**src/rtl/note_player_pkg.sv**
```systemverilog
// Shared music package: widths, amplitudes and FSM encodings for the voice players.
package note_player_pkg;

  localparam int NOTE_WIDTH     = 6;
  localparam int DURATION_WIDTH = 6;
  localparam int PHASE_WIDTH    = 22;
  localparam int STEP_WIDTH     = 20;
  localparam int SAMPLE_WIDTH   = 16;
  localparam int SQUARE_AMPL    = 8192;

  // IDLE must stay at zero so the flop library's reset value lands in IDLE.
  typedef enum logic [1:0] {
    IDLE    = 2'd0,
    PLAYING = 2'd1,
    DONE    = 2'd2
  } state_t;

endpackage

```
**src/rtl/dffar.sv**
```systemverilog
// Flop library, async active-low reset variant of dffr: clears to zero on reset_n low.
module dffar #(
  parameter int WIDTH = 1
) (
  input  logic             clk,
  input  logic             reset_n,
  input  logic [WIDTH-1:0] d,
  output logic [WIDTH-1:0] q
);

  always_ff @(posedge clk or negedge reset_n) begin
    if (!reset_n) q <= '0;
    else          q <= d;
  end

endmodule

```
**src/rtl/note_freq_table.sv**
```systemverilog
// Note index to phase step for a 22-bit accumulator at 48 kHz; note 49 is A4 (440 Hz), 0 is a rest.
module note_freq_table
  import note_player_pkg::*;
(
  input  logic [NOTE_WIDTH-1:0] note,
  output logic [STEP_WIDTH-1:0] step
);

  always_comb begin
    step = '0;
    case (note)
      6'd0:  step = 20'd0;
      6'd1:  step = 20'd2403;
      6'd2:  step = 20'd2546;
      6'd3:  step = 20'd2697;
      6'd4:  step = 20'd2858;
      6'd5:  step = 20'd3028;
      6'd6:  step = 20'd3208;
      6'd7:  step = 20'd3398;
      6'd8:  step = 20'd3600;
      6'd9:  step = 20'd3814;
      6'd10: step = 20'd4041;
      6'd11: step = 20'd4282;
      6'd12: step = 20'd4536;
      6'd13: step = 20'd4806;
      6'd14: step = 20'd5092;
      6'd15: step = 20'd5394;
      6'd16: step = 20'd5715;
      6'd17: step = 20'd6055;
      6'd18: step = 20'd6415;
      6'd19: step = 20'd6797;
      6'd20: step = 20'd7201;
      6'd21: step = 20'd7629;
      6'd22: step = 20'd8083;
      6'd23: step = 20'd8563;
      6'd24: step = 20'd9072;
      6'd25: step = 20'd9612;
      6'd26: step = 20'd10183;
      6'd27: step = 20'd10789;
      6'd28: step = 20'd11431;
      6'd29: step = 20'd12110;
      6'd30: step = 20'd12830;
      6'd31: step = 20'd13593;
      6'd32: step = 20'd14402;
      6'd33: step = 20'd15258;
      6'd34: step = 20'd16165;
      6'd35: step = 20'd17126;
      6'd36: step = 20'd18145;
      6'd37: step = 20'd19224;
      6'd38: step = 20'd20367;
      6'd39: step = 20'd21578;
      6'd40: step = 20'd22861;
      6'd41: step = 20'd24220;
      6'd42: step = 20'd25661;
      6'd43: step = 20'd27187;
      6'd44: step = 20'd28803;
      6'd45: step = 20'd30516;
      6'd46: step = 20'd32330;
      6'd47: step = 20'd34253;
      6'd48: step = 20'd36290;
      6'd49: step = 20'd38448;
      6'd50: step = 20'd40734;
      6'd51: step = 20'd43156;
      6'd52: step = 20'd45722;
      6'd53: step = 20'd48441;
      6'd54: step = 20'd51321;
      6'd55: step = 20'd54373;
      6'd56: step = 20'd57606;
      6'd57: step = 20'd61032;
      6'd58: step = 20'd64661;
      6'd59: step = 20'd68506;
      6'd60: step = 20'd72579;
      6'd61: step = 20'd76895;
      6'd62: step = 20'd81468;
      6'd63: step = 20'd86312;
      default: step = '0;
    endcase
  end

endmodule

```
**src/rtl/note_player.sv**
```systemverilog
// Single voice: times a note in beats and produces one sample per codec request.
// NOTE_PLAYER_TRIANGLE_EN selects a triangle wave instead of the default square wave.
//
// state   | meaning
// IDLE    | no note, sample_out held at 0
// PLAYING | note sounding, counting down remaining beats
// DONE    | one-cycle completion, done_with_note high
module note_player
  import note_player_pkg::*;
(
  input  logic                           clk,
  input  logic                           reset_n,
  input  logic                           play_enable,
  input  logic                           load_new_note,
  input  logic [NOTE_WIDTH-1:0]          note_to_load,
  input  logic [DURATION_WIDTH-1:0]      duration_to_load,
  input  logic                           beat,
  input  logic                           generate_next_sample,
  output logic                           done_with_note,
  output logic signed [SAMPLE_WIDTH-1:0] sample_out,
  output logic                           sample_ready
);

  state_t                         state, next_state;
  logic [1:0]                     state_bits;
  logic [NOTE_WIDTH-1:0]          note, note_next;
  logic [DURATION_WIDTH-1:0]      count, count_next;
  logic [PHASE_WIDTH-1:0]         phase, phase_next;
  logic [STEP_WIDTH-1:0]          step;
  logic signed [SAMPLE_WIDTH-1:0] wave_value, sample_next;
  logic                           done_next, ready_next;

  assign state = state_t'(state_bits);

  dffar #(.WIDTH(2))              u_state_reg  (.clk, .reset_n, .d(next_state),  .q(state_bits));
  dffar #(.WIDTH(NOTE_WIDTH))     u_note_reg   (.clk, .reset_n, .d(note_next),   .q(note));
  dffar #(.WIDTH(DURATION_WIDTH)) u_count_reg  (.clk, .reset_n, .d(count_next),  .q(count));
  dffar #(.WIDTH(PHASE_WIDTH))    u_phase_reg  (.clk, .reset_n, .d(phase_next),  .q(phase));
  dffar #(.WIDTH(SAMPLE_WIDTH))   u_sample_reg (.clk, .reset_n, .d(sample_next), .q(sample_out));
  dffar #(.WIDTH(1))              u_done_reg   (.clk, .reset_n, .d(done_next),   .q(done_with_note));
  dffar #(.WIDTH(1))              u_ready_reg  (.clk, .reset_n, .d(ready_next),  .q(sample_ready));

  note_freq_table u_freq (.note(note), .step(step));

  // The sample reflects the phase at the moment of the request; the accumulator advances alongside.
`ifdef NOTE_PLAYER_TRIANGLE_EN
  logic [14:0] ramp;
  assign ramp = phase[PHASE_WIDTH-1] ? ~phase[PHASE_WIDTH-2:PHASE_WIDTH-16]
                                     :  phase[PHASE_WIDTH-2:PHASE_WIDTH-16];
  assign wave_value = $signed({1'b0, ramp}) - 16'sd16384;
`else
  assign wave_value = phase[PHASE_WIDTH-1] ? -SAMPLE_WIDTH'(SQUARE_AMPL) : SAMPLE_WIDTH'(SQUARE_AMPL);
`endif

  always_comb begin
    next_state  = state;
    note_next   = note;
    count_next  = count;
    phase_next  = phase;
    sample_next = sample_out;
    done_next   = 1'b0;
    ready_next  = play_enable & generate_next_sample;

    if (load_new_note) begin
      next_state = PLAYING;
      note_next  = note_to_load;
      count_next = duration_to_load;
      phase_next = '0;
    end else if (play_enable) begin
      case (state)
        PLAYING: begin
          if (count == '0) begin
            next_state = DONE;
            done_next  = 1'b1;
          end else if (beat) begin
            count_next = count - DURATION_WIDTH'(1);
          end
          if (generate_next_sample)
            phase_next = phase + {{(PHASE_WIDTH-STEP_WIDTH){1'b0}}, step};
        end
        DONE:    next_state = IDLE;
        default: next_state = IDLE;
      endcase
    end

    if (play_enable) begin
      if (state != PLAYING)
        sample_next = '0;
      else if (generate_next_sample)
        sample_next = (note == '0) ? '0 : wave_value;
    end
  end

endmodule

```
**config.mk**
```make
export PLATFORM = sky130hd
export DESIGN_NAME = note_player
export DESIGN_NICKNAME = d
export VERILOG_FILES = /design/src/rtl/note_player_pkg.sv /design/src/rtl/dffar.sv /design/src/rtl/note_freq_table.sv /design/src/rtl/note_player.sv
export SDC_FILE = /design/constraint.sdc
export NUM_CORES = 1
export LEC_CHECK = 0
export CORE_UTILIZATION = 39
export CTS_CLUSTER_DIAMETER = 200
export CTS_CLUSTER_SIZE = 30
export DETAILED_ROUTE_END_ITERATION = 16
export PLACE_DENSITY_LB_ADDON = 0.2
export SYNTH_ARGS = -nofsm -noshare
export SYNTH_HDL_FRONTEND = slang
export SYNTH_SLANG_ARGS = --single-unit
export TNS_END_PERCENT = 30
```
**constraint.sdc**
```tcl
create_clock -name clk -period 6.1 [get_ports clk]
set_clock_uncertainty 0.15 [all_clocks]
set_input_delay 1.22 -clock clk [delete_from_list [all_inputs] [get_ports clk]]
set_output_delay 1.22 -clock clk [all_outputs]
set_load 0.01 [all_outputs]
```
==> results.ini <==
[floorplan]
die_h_um=104
coreArea_sq_um=9950
initial_core_utilization_pct=41.0
chipWidth_um=104
rows=36
io-pin-count=36
die_area_sq_um=10900

[logic_synthesis]
count_of_synthesis_stage_warnings_from_yosys=0
synth_enable_flop_cells=0
postSynth.topFlopCell=sky130_fd_sc_hd__dfrtp_1
syn_area_sq_um=4080
post_synth_inst_count=550
synthesis.area_per_instance_sq_um=7.43
yosysSeqAreaShare_pct=24.5
synthDistinctLibCells=59
ys_async_sr_fraction_pct=100
synth_seq_cells=40

[run]
timing.max_cap.violations=0

[routing]
antenna_violating_nets_post_route=0
vias_per_cell=5.82
vias=3939
drtIter0Drc=217
1st_pass_router_iterations=5
detail_route.drc_violations=0
routed_wirelength_mm=10.7
wl_per_cell_um=15.8

[placed_design]
io_buffers=22
place_congestion=0.903
hpwlAfterDp_mm=7.73
postPlaceCellArea_sq_um=4290
dpl_worst_slack_ns=1.85

[cells_and_area]
layout.cells.most_common=sky130_fd_sc_hd__nand2_1
drive_above_1_share_pct=4.96
multi_input_area_sq_um=2820
num_antenna_cells=0
most-common-layout-cells=sky130_fd_sc_hd__nand2_1, sky130_fd_sc_hd__o21ai_0, sky130_fd_sc_hd__a21oi_1
final_core_utilization_pct=44.4
final_nets=595
layout-area-overhead-vs-synth_pct=8.21
design_area_sq_um=4420
register_area_sq_um=1000
n_fill_cell=1053

[worst_setup_path]
cp_max_fo=13
cp_num_buf_inv=1
crit_path_end_kind=flip-flop
path_delay_family=compound AO/OA/AOI/OAI gates
worst_ep_required_time_ns=6.13
cp_slowest_cell=sky130_fd_sc_hd__dfrtp_1
setup.worst_path.start_class=flip-flop
crit_path_max_incr_delay_ns=0.58
crit_type=reg2reg
critical_path_arrival_ns=4.38
timing.critical_path.cells=inv_1 > ha_1 > nor2_1 > a21oi_1 > o21ai_0 > o21ai_0 > mux2_2 > ha_1 > nand2_1 > a21oi_1 > o211ai_1 > or4_4 > a21oi_2 > mux2_1

[power_and_ir_drop]
static-leakage-power_nw=1.85
p_sw_share_pct=39.1
worst_ir_drop_vdd_v=0.000150
share_clk_of_total_power_pct=25.3
switchingPower_mw=0.397
totalPowerFinal_mw=1.02
power_frac_comb_pct=44.3
cellPowerDensity_nw_per_um2=230
p_int_mw=0.619
seq_power_share_pct=30.3

[grt]
gr-total-overflow=0
gr-usage-all-layers_pct=20.2
vias_in_the_first_global_route=3686
initial_antenna_violation_count=0
wire_length_of_the_first_global_routing_pass_mm=18.1
grt_start_max_net_pins=67

[sta]
worstMarginPinSlew_ns=0.927
final_critical_path_setup_slack_ns=1.75
setup_tns_ns=0
rsz_0062_raised_after_global_routing=no
final_min_period_over_clock_period_pct=71.2
achievable-frequency_mhz=230
setup-violations-final=0
timing.final.hold_violations=0
report.final.slew_viol_count=0
timing.max_slew.rel_slack_pct=38.2
period_minus_slack_ns=4.35

[clock_network]
htreeDepth=2
post-cts-setup-buffers=0
postCtsResizedCells=0
cts_root_buffer=sky130_fd_sc_hd__clkbuf_8
cts_tree=done
worst_setup_hold_path_clk_slew_ns=0.08
number_of_buffers_created_by_cts=5
worst_skew_pair.late_latency_ns=0.30
postCtsHoldBufs=0
clock_sink_count=40
clock_path_buffers=2

[outcome]
status=finished clean

[hold_path]
hold_path_class=reg2reg

worst paths after layout:
check	cells past startpoint	slack, ns	start	to
worst max-delay path	14	1.75	u_note_reg.q[1]	u_phase_reg.q[20]
max in group asynchronous	1	4.26	reset_n	u_note_reg.q[3]
worst max register to register	14	1.75	u_note_reg.q[1]	u_phase_reg.q[20]
min in group asynchronous	1	0.91	reset_n	u_note_reg.q[0]
worst min register to register	1	0.35	u_sample_reg.q[13]	u_sample_reg.q[13]
worst min-delay path	1	0.35	u_sample_reg.q[13]	u_sample_reg.q[13]
cells in the mapped netlist (4+ instances only):
| cell type | instances | area [sq um] |
|---|---|---|
| sky130_fd_sc_hd__dfrtp_1 | 40 | 1000 |
| sky130_fd_sc_hd__xor2_1 | 5 | 43.8 |
| sky130_fd_sc_hd__nor3_1 | 14 | 70.1 |
| sky130_fd_sc_hd__or3_1 | 4 | 25.0 |
| sky130_fd_sc_hd__nor2_1 | 37 | 139 |
| sky130_fd_sc_hd__nand2b_1 | 7 | 43.8 |
| sky130_fd_sc_hd__xnor2_1 | 10 | 87.6 |
| sky130_fd_sc_hd__o211ai_1 | 10 | 75.1 |
| sky130_fd_sc_hd__inv_1 | 13 | 48.8 |
| sky130_fd_sc_hd__nand4_1 | 6 | 37.5 |
| sky130_fd_sc_hd__mux2i_1 | 8 | 80.1 |
| sky130_fd_sc_hd__nand2_1 | 72 | 270 |
| sky130_fd_sc_hd__mux2_2 | 6 | 67.6 |
| sky130_fd_sc_hd__a211oi_1 | 14 | 105 |
| sky130_fd_sc_hd__buf_4 | 15 | 113 |
| sky130_fd_sc_hd__a31oi_1 | 6 | 37.5 |
| sky130_fd_sc_hd__nand3_1 | 15 | 75.1 |
| sky130_fd_sc_hd__ha_1 | 32 | 400 |
| sky130_fd_sc_hd__o31ai_1 | 4 | 30.0 |
| sky130_fd_sc_hd__buf_1 | 6 | 22.5 |
| sky130_fd_sc_hd__nor2b_1 | 9 | 56.3 |
| sky130_fd_sc_hd__a21oi_1 | 59 | 295 |
| sky130_fd_sc_hd__nand3b_1 | 7 | 52.6 |
| sky130_fd_sc_hd__and2_1 | 5 | 31.3 |
| sky130_fd_sc_hd__a21o_1 | 7 | 52.6 |
| sky130_fd_sc_hd__clkbuf_1 | 29 | 109 |
| sky130_fd_sc_hd__o21ai_0 | 62 | 310 |
sequential cells by signal (all words and copies together) (netlist names):
register and flops:
u_count_reg.q 6, u_done_reg.q 1, u_note_reg.q 6, u_phase_reg.q 22
u_ready_reg.q 1, u_sample_reg.q 2, u_state_reg.q 2
per-stage QoR:
stage | instances | hold slack (ns)
2_1_floorplan | 562 | 0.306
3_3_place_gp | 670 | 0.321
3_5_place_dp | 670 | 0.324
4_1_cts | 677 | 0.349
5_1_grt | 677 | 0.377
6_report | 677 | 0.354
worst reg2reg max path: cells and delay by family (launching register included):
family | cells | cell delay (ns)
buffers and inverters | 1 | 0.20
flip-flops | 1 | 0.58
multiplexers | 2 | 0.60
AND/OR/NAND/NOR | 3 | 0.81
adder cells (fa/ha/maj) | 2 | 0.85
AO/OA/AOI/OAI | 6 | 1.07
final cells by class:
type / instances / area share [%]
clock buffer: 5 / 1.56
clock inverter: 2 / 1.36
sequential: 40 / 22.7
inverter: 15 / 1.27
timing repair buffer: 27 / 5.61
multi-input combinational: 455 / 63.8
tap: 133 / 3.77
power by group through the flow:
| stage | clock [mW] | sequential [mW] | combinational [mW] |
|---|---|---|---|
| floorplan | 0 | 0.307 | 0.348 |
| global placement | 0 | 0.313 | 0.444 |
| detailed placement | 0 | 0.313 | 0.444 |
| CTS | 0.264 | 0.308 | 0.446 |
| global route | 0.275 | 0.312 | 0.506 |
| finish | 0.258 | 0.308 | 0.451 |
routing by layer:
| metal | global-route usage [%] | routed length [um] | up-vias |
|---|---|---|---|
| met4 | 4.80 | 103 | 0 |
| met1 | 28.4 | 5140 | 1857 |
| met3 | 2.44 | 573 | 8 |
| met5 | 0 | 0 | - |
| met2 | 32.7 | 4860 | 136 |
| li1 | - | - | 1938 |
logic make-up (layout without fill, tap and decap cells):
logic type,count (synthesis),in the layout,synth area share (%)
AO/OA/AOI/OAI,187,187,27.5
other,1,13,0.0918
adder cells (fa/ha/maj),33,33,10.3
buffers and inverters,67,49,7.60
flip-flops,40,40,24.5
XOR/XNOR,15,15,3.22
multiplexers,16,16,4.44
AND/OR/NAND/NOR,191,191,22.4
(Power assumes the default switching activity.)
